**config.mk**
```make
export PLATFORM = sky130hd
export DESIGN_NAME = pc_sequencer_flat
export DESIGN_NICKNAME = d
export VERILOG_FILES = /design/src/rtl/pc_pkg.sv /design/src/rtl/pc_sequencer_if.sv /design/src/rtl/pc_target_calc.sv /design/src/rtl/pc_sequencer.sv /design/src/flat_wrapper.sv
export SDC_FILE = /design/constraint.sdc
export NUM_CORES = 1
export LEC_CHECK = 0
export BUFFER_PORTS_ARGS = -buffer_cell sky130_fd_sc_hd__buf_2
export CAP_MARGIN = 20
export CORE_ASPECT_RATIO = 1.5
export CORE_MARGIN = 2
export CORE_UTILIZATION = 45
export DETAILED_ROUTE_END_ITERATION = 12
export HOLD_SLACK_MARGIN = 0.08
export PLACE_DENSITY = 0.69
export SLEW_MARGIN = 20
export SYNTH_ARGS = -nofsm -noshare
export SYNTH_HDL_FRONTEND = slang
export SYNTH_SLANG_ARGS = --single-unit
```
**constraint.sdc**
```tcl
create_clock -name CLK -period 4.3 [get_ports CLK]
set_input_delay 0.43 -clock CLK [delete_from_list [all_inputs] [get_ports CLK]]
set_output_delay 0.43 -clock CLK [all_outputs]
set_load 0.02 [all_outputs]
```
**src/rtl/pc_pkg.sv**
```systemverilog
// pc_pkg: shared PC sequencer FSM encoding and fall-through increment
package pc_pkg;
  typedef enum logic {RUN = 1'b0, HOLD = 1'b1} state_t;
  localparam int PC_INCR = 4;
endpackage

```
**src/rtl/pc_sequencer_if.sv**
```systemverilog
// pc_sequencer_if: control/branch inputs and PC outputs of the PC sequencer
// master drives Stall/Flush/branch controls/SignExtImm/RegTarget and observes CurrentPC/NextPC/Taken/Pending; slave is the sequencer side
interface pc_sequencer_if #(parameter int WIDTH = 64);
  logic Stall, Flush, Branch, BranchNZ, ALUZero, Uncondbranch, RegJump;
  logic [WIDTH-1:0] SignExtImm, RegTarget, CurrentPC, NextPC;
  logic Taken, Pending;
  modport master (
    output Stall, Flush, Branch, BranchNZ, ALUZero, Uncondbranch, RegJump, SignExtImm, RegTarget,
    input  CurrentPC, NextPC, Taken, Pending
  );
  modport slave (
    input  Stall, Flush, Branch, BranchNZ, ALUZero, Uncondbranch, RegJump, SignExtImm, RegTarget,
    output CurrentPC, NextPC, Taken, Pending
  );
endinterface

```
**src/rtl/pc_target_calc.sv**
```systemverilog
// pc_target_calc: combinational branch target and fall-through PC
// pc_i current PC, imm_i word offset, reg_target_i BR target, reg_jump_i selects BR; target_o redirect PC, fall_through_o PC+4
module pc_target_calc
  import pc_pkg::*;
#(
  parameter int WIDTH     = 64,
  parameter int IMM_SHIFT = 2
) (
  input  logic [WIDTH-1:0] pc_i,
  input  logic [WIDTH-1:0] imm_i,
  input  logic [WIDTH-1:0] reg_target_i,
  input  logic             reg_jump_i,
  output logic [WIDTH-1:0] target_o,
  output logic [WIDTH-1:0] fall_through_o
);
  always_comb begin
    target_o       = reg_jump_i ? reg_target_i : pc_i + (imm_i << IMM_SHIFT);
    fall_through_o = pc_i + WIDTH'(PC_INCR);
  end
endmodule

```
**src/rtl/pc_sequencer.sv**
```systemverilog
// pc_sequencer: program counter with branch redirect, stall-deferred redirect and flush
// CLK rising-edge clock, resetl async active-low reset, bus slave modport carries controls and PC outputs
module pc_sequencer
  import pc_pkg::*;
#(
  parameter int             WIDTH     = 64,
  parameter logic [WIDTH-1:0] RESET_PC  = '0,
  parameter int             IMM_SHIFT = 2
) (
  input logic CLK,
  input logic resetl,
  pc_sequencer_if.slave bus
);
  state_t state_q, state_d;
  logic [WIDTH-1:0] pc_q, pc_d, tgt_q, tgt_d, target, fall_through;
  logic taken;
  pc_target_calc #(.WIDTH(WIDTH), .IMM_SHIFT(IMM_SHIFT)) u_calc (
    .pc_i           (pc_q),
    .imm_i          (bus.SignExtImm),
    .reg_target_i   (bus.RegTarget),
    .reg_jump_i     (bus.RegJump),
    .target_o       (target),
    .fall_through_o (fall_through)
  );
  assign taken = bus.RegJump | bus.Uncondbranch | (bus.Branch & (bus.ALUZero ^ bus.BranchNZ));
  // In HOLD the branch inputs are ignored: the first latched target wins.
  always_comb begin
    state_d = state_q;
    pc_d    = pc_q;
    tgt_d   = tgt_q;
    if (bus.Flush) begin
      state_d = RUN;
      pc_d    = RESET_PC;
    end else if (state_q == HOLD) begin
      state_d = bus.Stall ? HOLD : RUN;
      pc_d    = bus.Stall ? pc_q : tgt_q;
    end else if (!bus.Stall) begin
      pc_d = taken ? target : fall_through;
    end else if (taken) begin
      state_d = HOLD;
      tgt_d   = target;
    end
  end
  always_ff @(posedge CLK or negedge resetl) begin
    if (!resetl) begin
      state_q <= RUN;
      pc_q    <= RESET_PC;
      tgt_q   <= '0;
    end else begin
      state_q <= state_d;
      pc_q    <= pc_d;
      tgt_q   <= tgt_d;
    end
  end
  assign bus.CurrentPC = pc_q;
  assign bus.NextPC    = pc_d;
  assign bus.Taken     = taken;
  assign bus.Pending   = state_q == HOLD;
endmodule
```
**src/flat_wrapper.sv**
```systemverilog
// flat-port wrapper written by rule: the top's interface ports become plain ports
module pc_sequencer_flat import pc_pkg::*;
#(
  parameter int             WIDTH     = 64,
  parameter logic [WIDTH-1:0] RESET_PC  = '0,
  parameter int             IMM_SHIFT = 2
)
  (CLK, resetl, bus_Stall, bus_Flush, bus_Branch, bus_BranchNZ, bus_ALUZero, bus_Uncondbranch, bus_RegJump, bus_SignExtImm, bus_RegTarget, bus_CurrentPC, bus_NextPC, bus_Taken, bus_Pending);
  pc_sequencer_if #(.WIDTH(WIDTH)) bus_i ();
  input logic CLK;
  input logic resetl;
  input wire logic [$bits(bus_i.Stall)-1:0] bus_Stall;
  input wire logic [$bits(bus_i.Flush)-1:0] bus_Flush;
  input wire logic [$bits(bus_i.Branch)-1:0] bus_Branch;
  input wire logic [$bits(bus_i.BranchNZ)-1:0] bus_BranchNZ;
  input wire logic [$bits(bus_i.ALUZero)-1:0] bus_ALUZero;
  input wire logic [$bits(bus_i.Uncondbranch)-1:0] bus_Uncondbranch;
  input wire logic [$bits(bus_i.RegJump)-1:0] bus_RegJump;
  input wire logic [$bits(bus_i.SignExtImm)-1:0] bus_SignExtImm;
  input wire logic [$bits(bus_i.RegTarget)-1:0] bus_RegTarget;
  output wire logic [$bits(bus_i.CurrentPC)-1:0] bus_CurrentPC;
  output wire logic [$bits(bus_i.NextPC)-1:0] bus_NextPC;
  output wire logic [$bits(bus_i.Taken)-1:0] bus_Taken;
  output wire logic [$bits(bus_i.Pending)-1:0] bus_Pending;
  assign bus_i.Stall = bus_Stall;
  assign bus_i.Flush = bus_Flush;
  assign bus_i.Branch = bus_Branch;
  assign bus_i.BranchNZ = bus_BranchNZ;
  assign bus_i.ALUZero = bus_ALUZero;
  assign bus_i.Uncondbranch = bus_Uncondbranch;
  assign bus_i.RegJump = bus_RegJump;
  assign bus_i.SignExtImm = bus_SignExtImm;
  assign bus_i.RegTarget = bus_RegTarget;
  assign bus_CurrentPC = bus_i.CurrentPC;
  assign bus_NextPC = bus_i.NextPC;
  assign bus_Taken = bus_i.Taken;
  assign bus_Pending = bus_i.Pending;
  pc_sequencer #(.WIDTH(WIDTH), .RESET_PC(RESET_PC), .IMM_SHIFT(IMM_SHIFT)) u_core (.CLK(CLK), .resetl(resetl), .bus(bus_i));
endmodule
```
Yosys cells after proc, flatten, opt, wreduce, memory -nomap -nowiden
Cells that the tools add are included.
- register bits after elaboration: 129
- latch bits: 0
- bits in writable memories: 0
- memory bits (read-only): 0
- bits of input ports: 137
- output and inout port bits: 130
- word-level logic and storage cells: 23
- memories kept: 0
- $add $sub $neg: 2
- multiply operators: 0
- divide/modulo/power cells: 0
- magnitude comparators: 0
- equal/unequal tests: 0
- shifts and indexed selects: 0
- multiplexer cells: 11
- bitwise gates (word level): 6
- reductions and logical operators: 1
- operator list (kind ; number):
    $mux 64 ; 6
    $add 64x3->64 const B ; 1
    $add 64x64->64 ; 1
    $mux 1 ; 5
    $reduce_and 4->1 ; 1
    $not 1->1 ; 2
    $or 1x1->1 ; 2
    $and 1x1->1 ; 1
    $xor 1x1->1 ; 1

Depth between registers and ports, before layout
- word-level depth: 7
- mapped depth: 13
- gate-level depth less buffers: 13

Modules after synthesis
A second synthesis with hierarchy kept.
- cell total of the unflattened synthesis: 1372
- area, all modules: 11451.0 um2
- modules (own cells, without submodules) (module ; instances ; cells each ; area an instance (um2) ; seq. area each (um2)):
    pc_sequencer ; 1 ; 511 ; 5944.5 ; 3228.1
    pc_target_calc ; 1 ; 861 ; 5506.5 ; 0.0

Worst setup path after synthesis
Ideal clock, no wire load.
- kind: register -> output
- from: register u_core.pc_q[2], in the netlist u_core.bus.CurrentPC[2]
- to: output bus_NextPC[36]
- arrival time: 4.048 ns
- data required time: 3.870 ns
- path slack: -0.178 ns
- stages on the path, launching flop included: 14
- path buffers: 0
- cells stage by stage: dfrtp_1 ha_1 inv_1 fa_1 nor2b_1 o211ai_1 a31o_2 a41oi_1 and4_1 o21ai_1 a21oi_1 xor2_1 mux2i_1 a2111oi_0
- longest elaborated chain between the ends: 6
- elaborated cells between the ends (all ways): 7
- those cells by class: add/sub: 2; mux: 5
- ends and longest elaborated chain (element ; line ; text):
    from (decl) ; pc_sequencer.sv:15 ; logic [WIDTH-1:0] pc_q, pc_d, tgt_q, tgt_d, target, fall_through;
    from (signal assigned) ; pc_sequencer.sv:51 ; pc_q <= pc_d;
    $add 64x64->64 ; pc_target_calc.sv:17 ; target_o = reg_jump_i ? reg_target_i : pc_i + (imm_i << IMM_SHIFT);
    $mux 64 ; pc_target_calc.sv:17 ;
    $mux 64 (*) ; pc_sequencer.sv:38 ; pc_d = taken ? target : fall_through;
    $mux 64 (*) ; pc_sequencer.sv:37 ; end else if (!bus.Stall) begin
    $mux 64 (*) ; pc_sequencer.sv:34 ; end else if (state_q == HOLD) begin
    $mux 64 (*) ; pc_sequencer.sv:31 ; if (bus.Flush) begin
    to (decl) ; flat_wrapper.sv:22 ; output wire logic [$bits(bus_i.NextPC)-1:0] bus_NextPC;
Mark *: on every way between the ends. The rest lies on a longest branch, timed or not.

Worst setup path in the final report
- from: register u_core.pc_q[13], in the netlist u_core.bus.CurrentPC[13]
- to: output bus_NextPC[62]
The elaborated chain is that of the path after synthesis.

==> results.cfg <==
[routing]
final_antenna_net_count = 0
drcViolationCount = 0
drt_iter0_drc = 1055
drt_pre_antenna_iters = 9
routed_wl_um = 49400
post_drt_wl_per_cell_um = 23.4
total_number_of_vias = 13300
ratio_of_routed_vias_to_standard_cells = 6.29

[power_and_ir_drop]
power.ir.vdd_worst_v = 0.000324
power.clock.fraction = 0.278
cell_leakage_power_nw = 6.92
switching_power_mw = 2.00
power_per_cell_area_nw_per_um2 = 345
internal_power_mw = 3.04
power.switching_fraction = 0.398
combPwrFrac = 0.406
fin_total_pwr_mw = 5.04
sequentialPowerShare = 0.316

[final_layout]
nets = 1968
fill_cells = 2345
finish.cell_count_without_fillers = 2107
multi_input_comb_area_sq_um = 8080
syn2layout_area_growth_pct = 28.2
final_core_utilization = 0.586
finish.instance_area_sq_um = 14600
n_antenna_cell = 0
regArea_sq_um = 3230
drive_above_1_share = 0.283

[placement]
dpl.cell_count = 2057
post-place-ws_ns = -0.0257
dp_hpwl_um = 36400
post_dp_area_sq_um = 13500
place_congestion = 1.03
placement.io_buffers = 264

[synth]
synth_fp_nets = 1665
post-synth-top-area-cell = sky130_fd_sc_hd__dfrtp_1
synthCells = 1465
synth-edff-count = 0
synth_area_sq_um = 11400
synth-warning-count = 0
count_leader_synth = sky130_fd_sc_hd__nand2_1
synth.yosys.seq_area_share = 0.283
avg_cell_area_syn_sq_um = 7.79
postSynth.topFlopCell = sky130_fd_sc_hd__dfrtp_1
netlist_top_cells_area = sky130_fd_sc_hd__dfrtp_1, sky130_fd_sc_hd__ha_1, sky130_fd_sc_hd__a21oi_1, sky130_fd_sc_hd__nand2_1, sky130_fd_sc_hd__o21ai_0
post_synth_num_cell_types = 74
postSynthRegisterBits = 129
synthDominantCellAreaShare = 0.283
async_flop_share = 1.00
post_synth_most_frequent_cells = sky130_fd_sc_hd__nand2_1, sky130_fd_sc_hd__a21oi_1, sky130_fd_sc_hd__dfrtp_1

[floorplan]
placement_rows = 71
die_area_sq_um = 26700
boundaryPins = 267
coreArea_sq_um = 25000
die_height_um = 199
initial_core_util = 0.457
floorplan.die.width_um = 134

[setup_path]
cp-start-kind = register
cp_max_fo = 6
setup.reg_to_reg.worst_slack_ns = 0.97
endpoint_kind = primary output
critPathKind = reg -> out
crit_arrival_ns = 3.88
timing.critical_path.required_ns = 3.87

[cts]
worst_setup_hold_path_clk_slew_ns = 0.06
clockBufferDepth = 2
tritoncts = yes
htree_levels = 4
worst_skew_pair.late_latency_ns = 0.46
number_of_buffers_created_by_cts = 17
root_buffer = sky130_fd_sc_hd__clkbuf_16
cts.sinks = 129

[timing]
setup-tns-final_ns = -0.0185
slew_viol_final = 0
fin_skew_ns = 0.0126
setup_viol = 3
holdWs_ns = 0.259
post-route-min-period_ns = 4.31
timing.fmax_mhz = 232
final.setup.worst_slack_ns = -0.00911
setup_repair_after_global_routing_missed_its_margin = true
worst-slew-pin-transition_ns = 0.961
report.final.hold_viol_count = 0
finalCritPeriodShare = 1.00
slew-limit-headroom = 0.357

[global_routing]
grt_remaining_overflow = 0
gr-usage-all-layers = 0.362
vias_in_the_first_global_route = 12900
antenna_found_initial = 1
grt_first_pass_wirelength_um = 73200
largest_net_degree_at_the_start_of_global_routing = 65

[hold_path]
hold_path.class = in -> reg

[outcome]
violations = setup timing
status = finished, violations left

[run]
maxCapViolCount = 0
cells in the final DEF (no fill, tap or decap), types with 20 or more instances in the layout:
cell / count
sky130_fd_sc_hd__buf_2: 256
sky130_fd_sc_hd__ha_1: 56
sky130_fd_sc_hd__mux2i_1: 20
sky130_fd_sc_hd__nor2_1: 110
sky130_fd_sc_hd__nand4_1: 37
sky130_fd_sc_hd__a21o_1: 40
sky130_fd_sc_hd__inv_1: 32
sky130_fd_sc_hd__xnor2_1: 59
sky130_fd_sc_hd__nor3_1: 27
sky130_fd_sc_hd__buf_4: 111
sky130_fd_sc_hd__nand2_1: 172
sky130_fd_sc_hd__a211oi_1: 20
sky130_fd_sc_hd__a21oi_1: 133
sky130_fd_sc_hd__o211ai_1: 21
sky130_fd_sc_hd__and3_1: 36
sky130_fd_sc_hd__nand3_1: 31
sky130_fd_sc_hd__o21ai_0: 114
sky130_fd_sc_hd__dfrtp_1: 126
sky130_fd_sc_hd__xor2_1: 39
registers in the layout, summed over array words and instances, names as in the netlist:
signal                flops
u_core.bus.CurrentPC     64
u_core.bus.Pending        1
u_core.tgt_q             64
repair_timing:
item	4_1_cts	5_1_grt
hold buffers	1	0
setup buffers	2	18
setup endpoints to repair	26	31
endpoints found under the hold margin	37	0
gates resized for setup	32	73
pin swaps	16	22
layer usage:
| layer | wire length [um] | track usage |
|---|---|---|
| met5 | 9 | 0 |
| met3 | 3280 | 0.0568 |
| met4 | 3720 | 0.256 |
| met2 | 24100 | 0.619 |
| met1 | 18300 | 0.411 |
cells by family after synthesis:
family,share of synthesized area
mux,0.0205
fa+ha+maj,0.0697
buf+inv,0.0446
flops,0.283
simple gates,0.204
compound gates,0.298
xor+xnor,0.0806
final timing paths:
check,start,end,cells after the start
worst max-delay path,u_core.bus.CurrentPC[13],bus_NextPC[62],12
min in group asynchronous,resetl,u_core.bus.CurrentPC[5],2
worst min register to register,u_core.tgt_q[0],u_core.tgt_q[0],2
max in group asynchronous,resetl,u_core.bus.CurrentPC[58],3
worst max register to register,u_core.bus.CurrentPC[15],u_core.bus.CurrentPC[58],12
worst min-delay path,bus_RegTarget[43],u_core.tgt_q[43],3
power groups by stage:
| stage | combinational, mW | clock (mW) | sequential, mW |
|---|---|---|---|
| floorplan | 1.15 | 0 | 1.65 |
| global placement | 1.88 | 0 | 1.59 |
| global route | 2.21 | 1.47 | 1.62 |
| detailed placement | 1.90 | 0 | 1.60 |
| CTS | 1.93 | 1.42 | 1.58 |
| finish | 2.05 | 1.40 | 1.59 |
worst max-delay path, cell delays in order, from the launching register on:
cell	delay, ns
sky130_fd_sc_hd__dfrtp_2	0.44
sky130_fd_sc_hd__ha_1	0.30
sky130_fd_sc_hd__and3_1	0.33
sky130_fd_sc_hd__o211ai_1	0.15
sky130_fd_sc_hd__a31o_2	0.30
sky130_fd_sc_hd__a31oi_4	0.22
sky130_fd_sc_hd__o211ai_4	0.12
sky130_fd_sc_hd__o41ai_4	0.36
sky130_fd_sc_hd__a21oi_2	0.13
sky130_fd_sc_hd__a221oi_2	0.36
sky130_fd_sc_hd__xnor2_1	0.14
sky130_fd_sc_hd__a2111oi_2	0.34
sky130_fd_sc_hd__buf_2	0.23
area by class of cell:
cell class                      instances  share of cell area
Inverter                               40              0.0103
Tap cell                              328              0.0280
Multi-Input combinational cell       1204               0.552
Sequential cell                       129               0.221
Clock inverter                          5             0.00376
Timing Repair Buffer                  376               0.152
Clock buffer                           25              0.0332
No activity file was read; power rests on OpenSTA's default activity.
